==> src/rtl/regfile_pkg.sv <==
// Constants shared with the 2R/1W register file and the operand-fetch stage-B record.
package regfile_pkg;

  localparam int RF_WIDTH      = 32;
  localparam int RF_DEPTH      = 32;
  localparam int RF_ADDR_WIDTH = $clog2(RF_DEPTH);
  localparam int RF_TAG_W      = 8;

  // One operand's share of a held request.
  typedef struct packed {
    logic                     use_op;
    logic [RF_ADDR_WIDTH-1:0] rs;
    logic                     fwd;
    logic [RF_WIDTH-1:0]      fwd_data;
  } opfetch_operand_t;

  // Stage-B request record as seen by downstream.
  typedef struct packed {
    logic                valid;
    logic [RF_TAG_W-1:0] tag;
    opfetch_operand_t    op1;
    opfetch_operand_t    op2;
  } opfetch_req_t;

endpackage

==> src/rtl/regfile_operand_fetch_slot.sv <==
// One operand of the fetch stage: read issue, accept/stall-time write forwarding, operand mux.
// Honours OPFETCH_ZERO_REG_EN (register 0 hardwired to zero).
module opfetch_operand_slot
  import regfile_pkg::*;
#(
  parameter int WIDTH      = RF_WIDTH,
  parameter int ADDR_WIDTH = RF_ADDR_WIDTH
) (
  input  logic                  clk,
  input  logic                  rst_n,
  input  logic                  accept,
  input  logic                  stall,
  input  logic [ADDR_WIDTH-1:0] in_rs,
  input  logic                  in_use,
  input  logic                  wb_en,
  input  logic [ADDR_WIDTH-1:0] wb_addr,
  input  logic [WIDTH-1:0]      wb_data,
  input  logic [WIDTH-1:0]      rf_read_data,
  output logic                  rf_read_en,
  output logic [ADDR_WIDTH-1:0] rf_read_addr,
  output logic [WIDTH-1:0]      op
);

  logic                  use_q;
  logic [ADDR_WIDTH-1:0] rs_q;
  logic                  fwd_q;
  logic [WIDTH-1:0]      fwd_data_q;
  logic                  use_eff;
  logic                  hit_accept;
  logic                  hit_stall;

  // A hardwired-zero index is treated as an unused operand, so it never reads or forwards.
`ifdef OPFETCH_ZERO_REG_EN
  assign use_eff = in_use && (in_rs != '0);
`else
  assign use_eff = in_use;
`endif

  assign rf_read_en   = accept && use_eff;
  assign rf_read_addr = in_rs;

  assign hit_accept = wb_en && (wb_addr == in_rs) && use_eff;
  assign hit_stall  = wb_en && (wb_addr == rs_q) && use_q;

  always_ff @(posedge clk) begin
    if (!rst_n) begin
      use_q      <= 1'b0;
      rs_q       <= '0;
      fwd_q      <= 1'b0;
      fwd_data_q <= '0;
    end else if (accept) begin
      use_q <= use_eff;
      rs_q  <= in_rs;
      fwd_q <= hit_accept;
      if (hit_accept) fwd_data_q <= wb_data;
    end else if (stall && hit_stall) begin
      fwd_q      <= 1'b1;
      fwd_data_q <= wb_data;
    end
  end

  assign op = !use_q ? '0 : (fwd_q ? fwd_data_q : rf_read_data);

endmodule

==> src/rtl/regfile_operand_fetch.sv <==
// Operand-fetch stage in front of the 2R/1W register file, one request per cycle, 1-cycle latency.
// Optional build macro: OPFETCH_ZERO_REG_EN (register 0 reads as zero).
module regfile_operand_fetch
  import regfile_pkg::*;
#(
  parameter int WIDTH      = RF_WIDTH,
  parameter int DEPTH      = RF_DEPTH,
  parameter int ADDR_WIDTH = $clog2(DEPTH),
  parameter int TAG_W      = RF_TAG_W
) (
  input  logic                  clk,
  input  logic                  rst_n,
  input  logic                  in_valid,
  output logic                  in_ready,
  input  logic [ADDR_WIDTH-1:0] in_rs1,
  input  logic [ADDR_WIDTH-1:0] in_rs2,
  input  logic                  in_use1,
  input  logic                  in_use2,
  input  logic [TAG_W-1:0]      in_tag,
  input  logic                  wb_en,
  input  logic [ADDR_WIDTH-1:0] wb_addr,
  input  logic [WIDTH-1:0]      wb_data,
  output logic                  rf_read_en1,
  output logic                  rf_read_en2,
  output logic [ADDR_WIDTH-1:0] rf_read_addr1,
  output logic [ADDR_WIDTH-1:0] rf_read_addr2,
  input  logic [WIDTH-1:0]      rf_read_data1,
  input  logic [WIDTH-1:0]      rf_read_data2,
  output logic                  out_valid,
  input  logic                  out_ready,
  output logic [WIDTH-1:0]      out_op1,
  output logic [WIDTH-1:0]      out_op2,
  output logic [TAG_W-1:0]      out_tag
);

  logic             accept;
  logic             stall;
  logic             valid_q;
  logic [TAG_W-1:0] tag_q;

  assign in_ready = rst_n && (!valid_q || out_ready);
  assign accept   = in_valid && in_ready;
  assign stall    = valid_q && !out_ready;

  always_ff @(posedge clk) begin
    if (!rst_n) begin
      valid_q <= 1'b0;
      tag_q   <= '0;
    end else if (accept) begin
      valid_q <= 1'b1;
      tag_q   <= in_tag;
    end else if (out_ready) begin
      valid_q <= 1'b0;
    end
  end

  assign out_valid = valid_q;
  assign out_tag   = tag_q;

  opfetch_operand_slot #(.WIDTH(WIDTH), .ADDR_WIDTH(ADDR_WIDTH)) u_slot1 (
    .clk          (clk),
    .rst_n        (rst_n),
    .accept       (accept),
    .stall        (stall),
    .in_rs        (in_rs1),
    .in_use       (in_use1),
    .wb_en        (wb_en),
    .wb_addr      (wb_addr),
    .wb_data      (wb_data),
    .rf_read_data (rf_read_data1),
    .rf_read_en   (rf_read_en1),
    .rf_read_addr (rf_read_addr1),
    .op           (out_op1)
  );

  opfetch_operand_slot #(.WIDTH(WIDTH), .ADDR_WIDTH(ADDR_WIDTH)) u_slot2 (
    .clk          (clk),
    .rst_n        (rst_n),
    .accept       (accept),
    .stall        (stall),
    .in_rs        (in_rs2),
    .in_use       (in_use2),
    .wb_en        (wb_en),
    .wb_addr      (wb_addr),
    .wb_data      (wb_data),
    .rf_read_data (rf_read_data2),
    .rf_read_en   (rf_read_en2),
    .rf_read_addr (rf_read_addr2),
    .op           (out_op2)
  );

endmodule
==> config.mk <==
export PLATFORM = sky130hd
export DESIGN_NAME = regfile_operand_fetch
export DESIGN_NICKNAME = d
export VERILOG_FILES = /design/src/rtl/regfile_pkg.sv /design/src/rtl/regfile_operand_fetch_slot.sv /design/src/rtl/regfile_operand_fetch.sv
export SDC_FILE = /design/constraint.sdc
export NUM_CORES = 1
export LEC_CHECK = 0
export BUFFER_PORTS_ARGS = -buffer_cell sky130_fd_sc_hd__clkbuf_2
export CORE_MARGIN = 4
export CORE_UTILIZATION = 31
export DETAILED_ROUTE_END_ITERATION = 6
export PLACE_DENSITY = 0.65
export SLEW_MARGIN = 40
export SYNTH_ARGS = -nofsm -noshare
export SYNTH_HDL_FRONTEND = slang
export SYNTH_SLANG_ARGS = --single-unit
==> constraint.sdc <==
create_clock -name clk -period 4.05 [get_ports clk]
set_input_delay 0.6075 -clock clk [delete_from_list [all_inputs] [get_ports clk]]
set_output_delay 0.6075 -clock clk [all_outputs]
set_load 0.02 [all_outputs]
# Word level (Yosys, flattened, before mapping)
# Index checks and enable logic that the tools add are counted.
dict set report totals {
  output_inout_bits 86
  ff_bits 87
  wordCells 55
  input_bits 126
}
dict set report classes {
  n_mux 16
  reduce_logical 23
  n_eq_ne 6
}
# op n
set op_table {}
lappend op_table {{$mux W32} 10}
lappend op_table {{$eq A5 B5 Y1} 4}
lappend op_table {{$logic_and A1 B1 Y1} 15}
lappend op_table {{$mux W1} 6}
lappend op_table {{$reduce_bool A2 Y1} 3}
lappend op_table {{$reduce_and A2 Y1} 2}
lappend op_table {{$logic_not A1 Y1} 2}
lappend op_table {{$ne A2 B1 Y1 const B} 1}
lappend op_table {{$ne A2 B2 Y1 const B} 1}
lappend op_table {{$logic_or A1 B1 Y1} 1}

# Depth between registers and ports, before layout
# Gate-level depths: netlist (run 1).
dict set report depth {
  depth_word 6
  mapped_depth 8
  mapped_depth_nobuf 5
}

# Modules after synthesis
# Synthesis (run 1) repeated with hierarchy kept, for this count alone.
dict set report unflattened {
  cells_unflattened 556
  area_unflattened_um2 4973.5
}
# module area_per_inst_um2 seq_area_each_um2 cells_per_inst instances
set by_module_without_submodules {}
lappend by_module_without_submodules {opfetch_operand_slot 2278.4 780.7 256 2}
lappend by_module_without_submodules {regfile_operand_fetch 416.6 180.2 44 1}

# Worst setup path after synthesis (run 1)
# No wires, ideal clock.
dict set report synth_timing {
  path_kind {in2out}
  startpoint {input port rst_n}
  endpoint {output port in_ready}
  cell_stages 3
  slack_ps 2044
  path_buffers 2
  arrival_ps 1399
  required_time_ps 3442
  path_cell_list {clkbuf_1 > clkbuf_1 > and2_1}
}
dict set report synth_via {
  elab_chain_cells 1
}
# item line_no
set synth_rtl {}
lappend synth_rtl {{start, declared} regfile_operand_fetch.sv:12} ;# input logic rst_n,
lappend synth_rtl {{$logic_and A1 B1 Y1} regfile_operand_fetch.sv:41} ;# assign in_ready = rst_n && (!valid_q || out_ready);
lappend synth_rtl {{end, declared} regfile_operand_fetch.sv:14} ;# output logic in_ready,
# Every way passes these cells.

# Worst setup path after layout (run 1)
dict set report layout_timing {
  startpoint {register u_slot1.use_q}
  endpoint {output port out_op1[13]}
}
dict set report layout_via {
  elab_chain_cells 1
}
# item line_no
set layout_rtl {}
lappend layout_rtl {{start, declared} regfile_operand_fetch_slot.sv:24} ;# logic use_q;
lappend layout_rtl {{start signal, assigned} regfile_operand_fetch_slot.sv:52} ;# use_q <= use_eff;
lappend layout_rtl {{$mux W32} regfile_operand_fetch_slot.sv:62} ;# assign op = !use_q ? '0 : (fwd_q ? fwd_data_q : rf_read_data);
lappend layout_rtl {{end, declared} regfile_operand_fetch.sv:31} ;# output logic [WIDTH-1:0] out_op1,
# Every way passes these cells.

==> results of run 1 <==
## kinds of logic after synthesis
group | after synthesis | synth area share, %
AND/OR/NAND/NOR | 214 | 21.51
multiplexers | 128 | 26.76
flip-flops | 87 | 36.37
buffers and inverters | 56 | 8.362
AO/OA/AOI/OAI | 27 | 3.345
XOR/XNOR | 20 | 3.658
## sequential cells by signal, summed over array words and instances, names as in the netlist
register / count
u_slot1.fwd_data_q: 32
u_slot2.fwd_data_q: 32
out_tag: 8
u_slot1.rs_q: 5
u_slot2.rs_q: 5
out_valid: 1
u_slot1.fwd_q: 1
u_slot1.use_q: 1
u_slot2.fwd_q: 1
u_slot2.use_q: 1
## layer usage
metal	GRT usage [%]	wire [um]
met3	5.038	906
met2	23.83	5844
met5	0	0
met4	3.580	126
met1	17.08	5548
## per-stage QoR
| step | total power [mW] | area [sq um] | util, % | hold WS, ps |
|---|---|---|---|---|
| 2_1_floorplan | 1.061 | 4788 | - | 437.8 |
| 3_3_place_gp | 1.164 | 5737 | 37.88 | 439.6 |
| 3_5_place_dp | 1.164 | 5743 | 37.92 | 440.3 |
| 4_1_cts | 2.075 | 6063 | 40.03 | 436.5 |
| 5_1_grt | 2.129 | 6063 | 40.03 | 456.7 |
| 6_report | 2.036 | 6063 | 40.03 | 445.9 |
## synth_stat cells
library cell  number
clkbuf_1          24
o21a_1             5
o22ai_1            2
buf_6              6
dfxtp_1           87
nand4_2            2
and2b_1            1
nor2b_1           66
xor2_1             4
and3_1             1
inv_1              2
nor4_2             2
buf_12             6
and2_1             3
xnor2_1           16
nand2_1          132
nand2b_1           1
o21ba_1            2
o21ai_0           16
o21ai_1            2
nand3_1            4
nand4_1            2
buf_2              8
buf_4             10
mux2i_1          128
## power by group through the flow
stage / Sequential [mW] / Clock [mW] / Combinational (mW)
after floorplan: 0.907 / 0 / 0.154
after global placement: 0.907 / 0 / 0.257
after detailed placement: 0.906 / 0 / 0.258
after CTS: 0.886 / 0.929 / 0.260
after global routing: 0.889 / 0.956 / 0.285
final: 0.886 / 0.894 / 0.256
## cell type report
cell class	count	share of cell area, %
multi-input combinational	389	43.64
sequential	87	28.87
clock inverter	7	1.568
timing repair buffer	217	18.20
inverter	2	0.1238
clock buffer	9	3.714
tap	188	3.879
## worst max path at each step
stage	endpoint	slack (ps)	depth (start not counted)
after floorplan	in_ready	2040	3
after global placement	u_slot1.fwd_data_q[0]	1500	7
after detailed placement	u_slot1.fwd_data_q[5]	1440	7
after CTS	out_op1[13]	1640	3
after global routing	out_op1[13]	1540	3
final	out_op1[13]	1720	3
## placed cells by master (no fill, tap or decap), drive strengths merged, types with 2 or more instances in the layout
cell type / n
clkinvlp: 2
clkbuf: 219
and2: 3
bufinv: 2
inv: 4
nand2: 132
o21ba: 2
o21a: 5
xnor2: 16
dfxtp: 87
nor4: 2
buf: 7
xor2: 4
nor2b: 66
nand3: 4
o22ai: 2
o21ai: 18
mux2i: 128
nand4: 4
## worst max-delay path, delay by kind of cell (launching register included)
family                 cells  cell delay [ps]
AND/OR/NAND/NOR            1              190
flip-flops                 1              680
buffers and inverters      2              520
==> metrics.yaml, run 1 <==
cells_and_area:
  drive_gt1_share_pct: 34.04
  fill_cells: 1561
  seqCellArea_sq_um: 1750
  stdcell_count: 899
  multi_input_area_sq_um: 2646
  finalNetCount: 832
  antenna_cells: 0
  area_growth_pct: 26.63
yosys:
  yosys_register_bits: 87
  synth.top_cells.by_area: "dfxtp_1, mux2i_1, nand2_1"
  yosysSeqAreaShare_pct: 36.37
  synth_cell_types: 25
  avgSynthCellArea_sq_um: 9.001
  synth_area_sq_um: 4788
  synth_warnings: 0
  yosysTopAreaCell: "dfxtp_1"
  syn_inst: 532
  syn-num-nets: 658
  synth_top_area_share_pct: 36.37
clock_network:
  ctsResizeCount: 0
  root_buffer: "clkbuf_16"
  cts_setup_buffers: 0
  cts_max_level: 3
  cts.clk_slew.worst_paths_ps: 70
  cts_tree: "built"
  hold_buffers: 0
  clock-sinks: 87
  cts_buffers: 9
  clk_path_buf_depth: 2
  insertion_delay_ps: 340
global_routing:
  antenna_found_initial: 0
  grt_use_total_pct: 14.08
  grt_start_max_net_pins: 63
  grt_overflow: 0
  grt_pass1_vias: 4103
  grt_pass1_wl_um: 20110
place:
  dp_cells: 883
  port_buffers: 211
  gp_routability_congestion: 0.7198
  hpwlAfterDp_um: 9279
  dp_slack_ps: 1436
sta:
  rsz0062_at_grt: "false"
  period_minus_slack_ps: 2334
  worstMarginPinSlew_ps: 622.3
  finalWorstSetupSlack_ps: 1716
  fmax_mhz: 428.4
  setup_violations: 0
  period_share_pct: 57.64
  max-slew-margin-rel_pct: 58.51
  skew_ps: 4.865
  final.setup.tns_ps: 0
  maxSlewViolCount: 0
  hold_viol_final: 0
setup_path:
  worstSetupPathType: "flop to output pin"
  slowest_stage: "dfxtp_1"
  cp_slowest_stage_delay_ps: 680
  cp-end-kind: "output pin"
  required_ps: 3440
  reg2regPathDepth: 6
  cp_cell_sequence: "buf_4 -> nor2b_1 -> clkbuf_2"
  reg2reg_to: "u_slot1.fwd_data_q[5]"
  critPathLaunchType: "flop"
  r2r-start: "out_valid"
  reg2reg_slack_ps: 1880
  crit_fanout: 18
  crit_start: "u_slot1.use_q"
  arrival_ps: 1730
route:
  drtIter0Drc: 61
  drt_wl_total_um: 12430
  dr.pass1.iters: 4
  vias_per_cell: 4.449
  vias: 4000
  wl_per_cell_um: 13.82
  drc: 0
  ant_nets: 0
die:
  fp.dieW_um: 132.3
  die_area_sq_um: 17500
  ios: 212
  start_util_pct: 31.62
  die_h_um: 132.3
  core_sq_um: 15150
  fp-row-count: 45
power_and_ir_drop:
  p_seq_share_pct: 43.5
  share_comb_of_total_power_pct: 12.6
  powerDensity_nw_per_um2: 335.8
  peakVddDrop_mv: 0.2972
  switchingPower_uw: 509.4
  internal-power_mw: 1.527
  swShare_pct: 25.02
  leakage_nw: 2.979
  p_clk_share_pct: 43.9
min_path:
  hold_end: "out_tag[5]"
  hold_depth: 2
  min_path_type: "flop to flop"
  hp-start: "out_tag[5]"
run_status:
  outcome: "complete, no violations"
flow_run:
  cap_violations: 0
(Power assumes the default switching activity.)
==> inputs of run 2 (changes only) <==
clock period = 2.39 ns   (was 4.05 ns; I/O delays follow)
==> metrics.yaml, run 2 (synthesis gave the netlist of run 1 again) <==
run_status:
  outcome: "complete, no violations"
sta:
  maxSlewViolCount: 0  # unchanged
  skew_ps: 9.445  # +4.579 ps
  fmax_mhz: 484.2
  period_minus_slack_ps: 2065
  period_share_pct: 86.42
  setup_violations: 0  # unchanged
  hold_viol_final: 0  # unchanged
  rsz0062_at_grt: "false"
  final.setup.tns_ps: 0  # unchanged
  worstMarginPinSlew_ps: 738.0  # +115.8 ps
  max-slew-margin-rel_pct: 50.80  # -7.7 points
die:
  ios: 212  # unchanged
  core_sq_um: 15150  # unchanged
  start_util_pct: 31.62  # unchanged
  die_area_sq_um: 17500  # unchanged
  fp.dieW_um: 132.3  # unchanged
  fp-row-count: 45  # unchanged
  die_h_um: 132.3  # unchanged
global_routing:
  antenna_found_initial: 0  # unchanged
  grt_pass1_vias: 3955  # -3.6%
  grt.busiest_layer: "met2"
  grt_use_met3_pct: 5.038  # unchanged
  grt_overflow: 0  # unchanged
  grt_use_total_pct: 13.96  # -0.13 points
  grt_pass1_wl_um: 19910  # -0.99%
  gr-usage-met2_pct: 23.55  # -0.29 points
  use_met1_pct: 17.06  # -0.019 points
  grt_start_max_net_pins: 75  # +19%
place:
  port_buffers: 211  # unchanged
  hpwlAfterDp_um: 9364  # +0.91%
  gp_routability_congestion: 0.7582  # +5.3%
  postPlaceCellArea_sq_um: 5794  # +0.89%
route:
  wl_per_cell_um: 13.66  # -1.2%
  ant_nets: 0  # unchanged
  drtIter0Drc: 101  # +66%
  drt_wl_total_um: 12360  # -0.51%
  vias_per_cell: 4.488  # +0.88%
  drc: 0  # unchanged
  dr.pass1.iters: 4  # unchanged
  vias: 4062  # +1.6%
clock_network:
  cts.clk_slew.worst_paths_ps: 60  # about the same
  cts_tree: "built"
  cts_setup_buffers: 0  # unchanged
  clock-sinks: 87  # unchanged
  ctsResizeCount: 0  # unchanged
  root_buffer: "clkbuf_16"
  clk_path_buf_depth: 2  # unchanged
  hold_buffers: 0  # unchanged
  cts_buffers: 9  # unchanged
  insertion_delay_ps: 340  # about the same
  cts_max_level: 3  # unchanged
setup_path:
  arrival_ps: 1710  # -20 ps
  crit_fanout: 13  # -5
  worstSetupPathType: "flop to output pin"
  critPathLaunchType: "flop"
  cp-end-kind: "output pin"
  required_ps: 2030  # -1410 ps
cells_and_area:
  area_growth_pct: 27.41
  multi_input_area_sq_um: 2646  # unchanged
  finalNetCount: 838  # +0.72%
  mostFrequentLayoutCells: "clkbuf_2, nand2_1, mux2i_1, dfxtp_1, nor2b_1"
  drive_gt1_share_pct: 34.03  # about the same
  fin_area_sq_um: 6101  # +0.62%
  final_common_cell: "clkbuf_2"
  seqCellArea_sq_um: 1744  # -0.36%
  fill_cells: 1561  # unchanged
  antenna_cells: 0  # unchanged
min_path:
  min_path_type: "primary input to flop"
power_and_ir_drop:
  powerDensity_nw_per_um2: 556.6  # +66%
  leakage_nw: 3.010  # +1.0%
  peakVddDrop_mv: 0.5658  # +90%
flow_run:
  cap_violations: 0  # unchanged
## run 2: cell count changes in the layout (fill, tap and decap cells not counted), moves of 2 or more
cell        change
dfxtp_4         -2
clkbuf_1        +3
clkinvlp_4      -2
buf_4           +5
## run 2: area by class of cell
cell class,count,share of cell area (%)
multi-input cells,389,43.38
clock inverters,4,1.148
well taps,188,3.856
flip-flops and latches,87,28.59
inverters,2,0.1231
clock buffers,12,3.876
repair buffers,223,19.03
## run 2: final timing paths
path / from / to / slack [ps] / cells after the start
setup reg to reg: out_valid / u_slot2.fwd_data_q[10] / 610 / 6
hold reg to reg: out_tag[5] / out_tag[5] / 450 / 2
setup / recovery: u_slot1.fwd_q / out_op1[27] / 320 / 4
hold / removal: in_tag[4] / out_tag[4] / 210 / 3
## run 2: layer usage
layer  vias up  share of wire (%)  wire, um
li1       2099                  -         -
met1      1815                 44      5473
met2       139                 47      5807
met3         9                7.8       966
met4         0               0.92       114
met5         -                  0         0
## run 2: per-stage QoR
| stage | hold slack [ps] | util [%] | worst slack (ps) | total power, mW | cells |
|---|---|---|---|---|---|
| final | 211.7 | 40.28 | 324.6 | 3.396 | 905 |
| after global routing | 212.3 | 40.28 | 173.8 | 3.563 | 905 |
| after CTS | 192.0 | 40.28 | 256.1 | 3.460 | 905 |
| after detailed placement | 443.9 | 38.26 | 414.1 | 1.976 | 889 |
| after global placement | 437.6 | 38.26 | 461.4 | 1.974 | 889 |
| after floorplan | 437.8 | - | 753.3 | 1.798 | 532 |
## run 2: where the power goes
part           total, mW  leakage, nW  switching (mW)  internal (mW)
Sequential          1.49        0.706          0.0163           1.48
Combinational      0.448         2.15           0.251          0.197
Clock               1.45        0.151           0.541          0.913
Total               3.40         3.01           0.808           2.59
## run 2: critical path, stage by stage, from the launching register on
cell and delay (ps):
dfxtp_2 610, buf_4 340, mux2i_1 210, nor2b_1 60, clkbuf_2 150
